**src/rtl/mem_port_arbiter_pkg.sv**
```systemverilog
// mem_port_arbiter_pkg: shared state encoding and defaults for the memory port arbiter
package mem_port_arbiter_pkg;
  typedef enum logic [1:0] {ARB_IDLE, ARB_ISSUE, ARB_WAIT, ARB_DONE} arb_state_t;
  localparam int MEM_LAT_DEF = 2;
  localparam int STARVE_DEF = 4;
endpackage

```
**src/rtl/mem_port_arbiter_lat_timer.sv**
```systemverilog
// mem_lat_timer: 4-bit load/decrement latency counter with a done flag
module mem_lat_timer (
  input  logic       clk,
  input  logic       reset,
  input  logic       load,
  input  logic       dec,
  input  logic [3:0] load_val,
  output logic       done
);
  logic [3:0] cnt;
  always_ff @(posedge clk)
    cnt <= reset ? 4'd0 : load ? load_val : (dec && cnt != 4'd0) ? cnt - 4'd1 : cnt;
  assign done = cnt == 4'd0;
endmodule

```
**src/rtl/mem_port_arbiter.sv**
```systemverilog
// mem_port_arbiter: shares one fixed-latency memory port between fetch and data stages
module mem_port_arbiter
  import mem_port_arbiter_pkg::*;
#(
  parameter int WORD    = 32,
  parameter int ADDR_W  = 10,
  parameter int MEM_LAT = MEM_LAT_DEF,
  parameter int STARVE  = STARVE_DEF
) (
  input  logic              clk,
  input  logic              reset,
  input  logic              if_req,
  input  logic [ADDR_W-1:0] if_addr,
  output logic [WORD-1:0]   if_rdata,
  output logic              if_valid,
  input  logic              dm_req,
  input  logic              dm_we,
  input  logic [ADDR_W-1:0] dm_addr,
  input  logic [WORD-1:0]   dm_wdata,
  output logic [WORD-1:0]   dm_rdata,
  output logic              dm_valid,
  output logic              mem_en,
  output logic              mem_we,
  output logic [ADDR_W-1:0] mem_addr,
  output logic [WORD-1:0]   mem_wdata,
  input  logic [WORD-1:0]   mem_rdata,
  output logic              stall_if,
  output logic              stall_mem,
  output logic              busy
);
  arb_state_t state, state_nx;
  logic       win_dm, we_q, lat_done, grant, grant_if, capture;
  logic [3:0] starve_cnt;
  assign grant    = state == ARB_IDLE && (if_req || dm_req);
  assign grant_if = if_req && (!dm_req || starve_cnt == 4'(STARVE));
  assign capture  = state == ARB_WAIT && lat_done;
  mem_lat_timer u_timer (
    .clk      (clk),
    .reset    (reset),
    .load     (state == ARB_ISSUE),
    .dec      (state == ARB_WAIT),
    .load_val (4'(MEM_LAT - 1)),
    .done     (lat_done)
  );
  always_ff @(posedge clk)
    state <= reset ? ARB_IDLE : state_nx;
  always_comb
    state_nx = state == ARB_IDLE  ? (grant ? ARB_ISSUE : ARB_IDLE) :
               state == ARB_ISSUE ? ARB_WAIT :
               state == ARB_WAIT  ? (lat_done ? ARB_DONE : ARB_WAIT) : ARB_IDLE;
  always_comb begin
    mem_en   = state == ARB_ISSUE;
    mem_we   = mem_en && win_dm && we_q;
    if_valid = state == ARB_DONE && !win_dm;
    dm_valid = state == ARB_DONE && win_dm;
    busy     = state != ARB_IDLE;
  end
  assign stall_if  = if_req && !if_valid;
  assign stall_mem = dm_req && !dm_valid;
  always_ff @(posedge clk)
    if (reset) begin
      win_dm     <= 1'b0;
      we_q       <= 1'b0;
      mem_addr   <= '0;
      mem_wdata  <= '0;
      starve_cnt <= '0;
      if_rdata   <= '0;
      dm_rdata   <= '0;
    end else begin
      if (grant) begin
        win_dm     <= !grant_if;
        we_q       <= !grant_if && dm_we;
        mem_addr   <= grant_if ? if_addr : dm_addr;
        mem_wdata  <= grant_if ? '0 : dm_wdata;
        starve_cnt <= (grant_if || !if_req) ? 4'd0 :
                      starve_cnt == 4'(STARVE) ? starve_cnt : starve_cnt + 4'd1;
      end
      if (capture && !win_dm) if_rdata <= mem_rdata;
      if (capture && win_dm && !we_q) dm_rdata <= mem_rdata;
    end
endmodule
```
**config.mk**
```make
export PLATFORM = sky130hd
export DESIGN_NAME = mem_port_arbiter
export DESIGN_NICKNAME = d
export VERILOG_FILES = /design/src/rtl/mem_port_arbiter_pkg.sv /design/src/rtl/mem_port_arbiter_lat_timer.sv /design/src/rtl/mem_port_arbiter.sv
export SDC_FILE = /design/constraint.sdc
export NUM_CORES = 1
export LEC_CHECK = 0
export BUFFER_PORTS_ARGS = -buffer_cell sky130_fd_sc_hd__buf_4
export CORE_UTILIZATION = 51
export DETAILED_ROUTE_END_ITERATION = 8
export PLACE_DENSITY_LB_ADDON = 0.12
export REMOVE_ABC_BUFFERS = 1
export SYNTH_ARGS = -nofsm -noshare
export SYNTH_HDL_FRONTEND = slang
export SYNTH_HIERARCHICAL = 1
export SYNTH_SLANG_ARGS = --single-unit
```
**constraint.sdc**
```tcl
create_clock -name clk -period 5.5 [get_ports clk]
set_clock_uncertainty 0.15 [all_clocks]
set_input_delay 0.275 -clock clk [delete_from_list [all_inputs] [get_ports clk]]
set_output_delay 0.275 -clock clk [all_outputs]
set_load 0.01 [all_outputs]
```
==> results.sh, run 1 <==
export IMPL_status="finished, final reports clean"
export IMPL_synth_edff_count=0
export IMPL_leakage_nw=3.17
export IMPL_setup_viol=0
export IMPL_syn_to_final_growth_pct=61.5
export IMPL_ctsHtreeMaxLevel=4
export IMPL_grt_pass1_wl_um=24700
export IMPL_ant_nets=0
export IMPL_ys_seq_area_share_pct=50.7
export IMPL_netlist_area_um2=4660
export IMPL_synth_cell_types=44
export IMPL_fin_setup_tns_ns=0
export IMPL_tightest_slew_ns=1.30
export IMPL_grtUsageMet3_pct=7.63
export IMPL_gp_congestion=0.775
export IMPL_fp_row_count=34
export IMPL_clock_latency_ns=0.51
export IMPL_initial_utilization_pct=53.1
export IMPL_core_um2=8760
export IMPL_yosys_warnings=6
export IMPL_cpLargestDelayFamily="simple AND/OR/NAND/NOR gates"
export IMPL_crit_arrival_ns=3.20
export IMPL_num_antenna_cells=0
export IMPL_synthArstFlopShare_pct=0
export IMPL_synth_seq_cells=118
export IMPL_pwr_density_cell_nw_per_um2=302
export IMPL_syn_area_per_cell_um2=8.21
export IMPL_die_x_um=97.5
export IMPL_cp_num_buf_inv=2
export IMPL_clock_sinks=118
export IMPL_portBuffers=201
export IMPL_synthCells=567
export IMPL_grt_max_degree=73
export IMPL_hold_ws_ns=0.0210
export IMPL_met1_usage_pct=36.4
export IMPL_cp_end_kind="flip-flop"
export IMPL_io_pins=202
export IMPL_dr_total_vias=5252
export IMPL_first_pass_iters=4
export IMPL_worstSetupPathType="reg -> reg"
export IMPL_hold_violations=0
export IMPL_nets=922
export IMPL_dieArea_um2=9520
export IMPL_routed_wl_um=15500
export IMPL_wire_per_inst_um=16.3
export IMPL_grt_use_met2_pct=57.0
export IMPL_cpPeakStageDelay_ns=1.04
export IMPL_synth_top_flop_cell="dfxtp_1"
export IMPL_setup_worst_path_start_class="flip-flop"
export IMPL_num_fill_cells=449
export IMPL_cp_slowest_cell="and4b_1"
export IMPL_min_period_ns=2.92
export IMPL_grt_pass1_vias=5162
export IMPL_hpwl_um=8390
export IMPL_cp_max_fo=32
export IMPL_antenna_found_initial=0
export IMPL_busiest_layer="met2"
export IMPL_cp_required_ns=5.78
export IMPL_track_usage_pct=32.1
export IMPL_drive_gt1_share_pct=29.7
export IMPL_min_period_over_period_pct=53.1
export IMPL_relSlewSlack_pct=13.2
export IMPL_die_h_um=97.5
export IMPL_via_per_inst=5.55
export IMPL_drc=0
export IMPL_drt_first_iter_violations=280
export IMPL_cts_tree="done"
export IMPL_slew_viol_final=0
export IMPL_vdd_drop_max_v=0.000266
export IMPL_fmax_ghz=0.342
export IMPL_grt_ovfl_total=0
export IMPL_cts_buffers=17
export IMPL_cpMostUsedCell="inv_1"
export IMPL_rsz0062_at_grt="no"
export IMPL_cts_root_buf="clkbuf_8"
export IMPL_drv_cap=0
export IMPL_hold_class="in -> reg"
export IMPL_clock_path_buffers=2
export IMPL_path_cells="inv_1 > ha_1 > or3b_4 > inv_1 > and4b_1 > nand2_1 > a21oi_1"
export IMPL_ctsResizeCount=0
export IMPL_clk_pin_slew_ns=0.06
-- layer usage --
metal | vias to the layer above | share of wire, %
met5 | - | 0
met4 | 0 | 2.9
met3 | 48 | 8.1
met2 | 288 | 51
met1 | 2469 | 38
li1 | 2447 | -
-- cell usage after synthesis (3+ instances only) --
library cell	number	area, um2
nor2b_1	3	18.8
ha_1	7	87.6
o21ai_0	3	15.0
nor3_1	4	20.0
a21bo_1	4	40.0
nor2_1	16	60.1
nand2_1	163	612
nand4_1	33	206
inv_1	9	33.8
a311oi_1	11	96.3
a21oi_1	99	495
a21bo_2	6	60.1
nand3_1	13	65.1
buf_1	4	15.0
dfxtp_1	118	2360
buf_2	13	65.1
clkbuf_1	30	113
-- worst reg2reg max path, stage by stage (launching register included) --
cell,delay [ns]
dfxtp_1,0.32
inv_1,0.11
ha_1,0.23
or3b_4,0.44
inv_1,0.14
and4b_1,1.04
nand2_1,0.23
a21oi_1,0.20
-- per-stage QoR --
step	area, um2	power (mW)	utilization [%]	setup WS, ns	instances
global placement	6140	1.16	70.0	2.73	834
CTS	7520	2.27	85.8	2.55	947
global route	7520	2.35	85.8	2.35	947
floorplan	4460	1.03	-	2.08	521
finish	7520	2.27	85.8	2.58	947
detailed placement	6140	1.17	70.0	2.63	834
-- power by group --
part | total, mW | internal [mW] | switching [mW]
Combinational | 0.308 | 0.158 | 0.150
Sequential | 0.910 | 0.888 | 0.0219
Clock | 1.06 | 0.645 | 0.410
Total | 2.27 | 1.69 | 0.582
-- state kept, by name (all words and copies together) (netlist names) --
register and flops:
mem_wdata 32, mem_addr 10, state 2, we_q 1
if_rdata 32, u_timer/cnt 4, starve_cnt 4, dm_rdata 32
win_dm 1
-- final timing paths --
kind	startpoint	endpoint	slack, ns	cells past startpoint
worst max-delay path	u_timer/cnt[1]	dm_rdata[25]	2.58	7
worst min-delay path	if_addr[1]	mem_addr[1]	0.02	3
worst max register to register	u_timer/cnt[1]	dm_rdata[25]	2.58	7
worst min register to register	if_rdata[20]	if_rdata[20]	0.30	2
-- placed cells by master (no fill, tap or decap), types with 3 or more instances in the layout --
| master | n |
|---|---|
| nor3_1 | 4 |
| nand2_1 | 163 |
| a21bo_2 | 6 |
| buf_4 | 205 |
| nand4_1 | 33 |
| dlygate4sd3_1 | 81 |
| nand3_1 | 13 |
| conb_1 | 4 |
| dfxtp_1 | 118 |
| nor2b_1 | 3 |
| clkinv_4 | 3 |
| clkinv_2 | 3 |
| clkinvlp_4 | 5 |
| clkbuf_16 | 16 |
| nor2_1 | 16 |
| a311oi_1 | 11 |
| a21bo_1 | 4 |
| inv_1 | 9 |
| ha_1 | 7 |
| a21oi_1 | 99 |
-- what timing repair did --
action | 4_1_cts | 5_1_grt
setup buffers | 0 | 0
endpoints found under the hold margin | 107 | 0
hold buffers | 81 | 0
-- cell families after synthesis --
group	Yosys count	synth area share (%)
buf+inv	57	5.11
xor+xnor	2	0.376
mux	2	0.430
compound gates	133	17.3
fa+ha+maj	7	1.88
flops	118	50.7
simple gates	246	24.0
other cells	2	0.161
-- cell type report --
class / instances / area, um2 / area share [%]
clock inverter: 15 / 156 / 2.08
tap: 108 / 135 / 1.80
timing repair buffer: 286 / 2350 / 31.3
clock buffer: 17 / 414 / 5.51
inverter: 9 / 33.8 / 0.449
multi-input combinational: 394 / 2070 / 27.5
sequential: 118 / 2360 / 31.4
(Power assumes the default switching activity.)
==> run 2: changes to the inputs <==
Settings changed: CORE_UTILIZATION 51 to 43.
Clock period 5.5 ns to 2.6 ns, I/O delays scaled along.
==> results.sh, run 2 (synthesis gave the netlist of run 1 again) <==
export IMPL_status="finished, final reports clean"
export IMPL_met1_usage_pct=32.5
export IMPL_setup_worst_path_start_class="flip-flop"
export IMPL_clk_pin_slew_ns=0.06
export IMPL_via_per_inst=5.14
export IMPL_top_regs="dm_rdata x32, if_rdata x32, mem_wdata x32"
export IMPL_grt_max_degree=63
export IMPL_dr_total_vias=5243
export IMPL_num_antenna_cells=0
export IMPL_busiest_layer="met2"
export IMPL_slew_viol_final=0
export IMPL_cpLargestDelayFamily="buffers and inverters"
export IMPL_relSlewSlack_pct=50.8
export IMPL_setup_viol=0
export IMPL_die_x_um=106
export IMPL_die_h_um=106
export IMPL_postCtsSetupBuffers=0
export IMPL_io_pins=202
export IMPL_cts_root_buf="clkbuf_8"
export IMPL_syn_to_final_growth_pct=72.9
export IMPL_fmax_ghz=0.407
export IMPL_tightest_slew_ns=0.738
export IMPL_final_common_cell="buf_4"
export IMPL_cpPeakStageDelay_ns=0.59
export IMPL_drt_first_iter_violations=278
export IMPL_cp_max_fo=19
export IMPL_reg2regPathDepth=6
export IMPL_clock_sinks=118
export IMPL_cts_tree="done"
export IMPL_vdd_drop_max_v=0.000385
export IMPL_min_period_ns=2.46
export IMPL_gp_congestion=0.739
export IMPL_min_period_over_period_pct=94.5
export IMPL_crit_arrival_ns=2.76
export IMPL_hold_violations=0
export IMPL_core_um2=10400
export IMPL_path_cells="inv_1 > ha_1 > nand4b_4 > a21bo_1 > a311oi_1 > dlygate4sd3_1"
export IMPL_mostFrequentLayoutCells="buf_4 (209), nand2_1 (163), dlygate4sd3_1 (120)"
export IMPL_hold_path_end="win_dm"
export IMPL_hold_ws_ns=0.0621
export IMPL_cp_end_kind="flip-flop"
export IMPL_routed_wl_um=15600
export IMPL_cts_buffers=17
export IMPL_fp_row_count=37
export IMPL_initial_utilization_pct=44.7
export IMPL_antenna_found_initial=0
export IMPL_drv_cap=0
export IMPL_r2r_setup_slack_ns=0.14
export IMPL_clock_latency_ns=0.51
export IMPL_clock_path_buffers=2
export IMPL_hold_class="in -> reg"
export IMPL_reg2reg_from="starve_cnt[0]"
export IMPL_ant_nets=0
export IMPL_track_usage_pct=28.0
export IMPL_whs_path_depth=3
export IMPL_grt_use_met2_pct=49.8
export IMPL_grtUsageMet3_pct=6.99
export IMPL_power_mw=5.00
export IMPL_leakage_nw=3.33
export IMPL_r2r_end="mem_addr[8]"
export IMPL_drc=0
export IMPL_rsz0062_at_grt="no"
export IMPL_hpwl_um=8550
export IMPL_portBuffers=201
export IMPL_ctsHtreeMaxLevel=4
export IMPL_grt_pass1_wl_um=25100
export IMPL_fin_setup_tns_ns=0
export IMPL_grt_ovfl_total=0
export IMPL_drive_gt1_share_pct=28.8
export IMPL_nets=967
export IMPL_grt_pass1_vias=5163
export IMPL_cp_num_buf_inv=2
export IMPL_pwr_density_cell_nw_per_um2=621
export IMPL_wire_per_inst_um=15.3
export IMPL_cp_slowest_cell="dlygate4sd3_1"
export IMPL_cp_required_ns=2.91
export IMPL_hold_start="dm_req"
export IMPL_dieArea_um2=11200
export IMPL_worstSetupPathType="reg -> reg"
export IMPL_first_pass_iters=4
## run 2: metrics by stage
stage,worst slack (ns),area (um2),cells,utilization [%]
after floorplan,-0.816,4460,521,-
after global placement,0.508,6220,867,59.7
after detailed placement,0.357,6220,867,59.7
after CTS,0.0639,8030,1019,77.1
after global routing,0.0400,8050,1020,77.3
final,0.143,8050,1020,77.3
## run 2: how the worst max path moves through the flow
stage          slack [ns]      startpoint  cells past startpoint            end
2_1_floorplan       -0.82        state[0]                      5  starve_cnt[3]
3_3_place_gp         0.51  u_timer/cnt[1]                      8    dm_rdata[1]
3_5_place_dp         0.36  u_timer/cnt[1]                      8    dm_rdata[3]
4_1_cts              0.06   starve_cnt[0]                      7   mem_wdata[5]
5_1_grt              0.04   starve_cnt[0]                      7  mem_wdata[30]
6_report             0.14   starve_cnt[0]                      6    mem_addr[8]
## run 2: tightest hold or removal path, delay by kind of cell
kind	cells	cell delay [ns]
buffers and inverters	1	0.25
AOI/OAI and AO/OA	1	0.23
and+or+nand+nor	1	0.06
## run 2: timing repair
action,4_1_cts,5_1_grt
gates resized for setup,0,1
setup endpoints to repair,0,27
hold buffers,120,0
endpoints found under the hold margin,112,0
## run 2: final cells by class
type,count,area (um2)
clock buffers,18,428
clock inverters,14,175
fillers,678,2370
inverters,9,33.8
multi-input cells,395,2090
flip-flops and latches,118,2360
well taps,136,170
repair buffers,330,2790
## run 2: power by group
group          leakage, nW  total (mW)  switching (mW)  internal, mW
clock network        0.288        2.35           0.861          1.49
logic                 2.08       0.722           0.331         0.390
registers            0.959        1.92          0.0462          1.88
## run 2: metal layers
layer / wire length [um] / share of wire (%)
met5: 0 / 0
met4: 282 / 1.8
met3: 1070 / 6.8
met2: 7930 / 51
met1: 6330 / 41
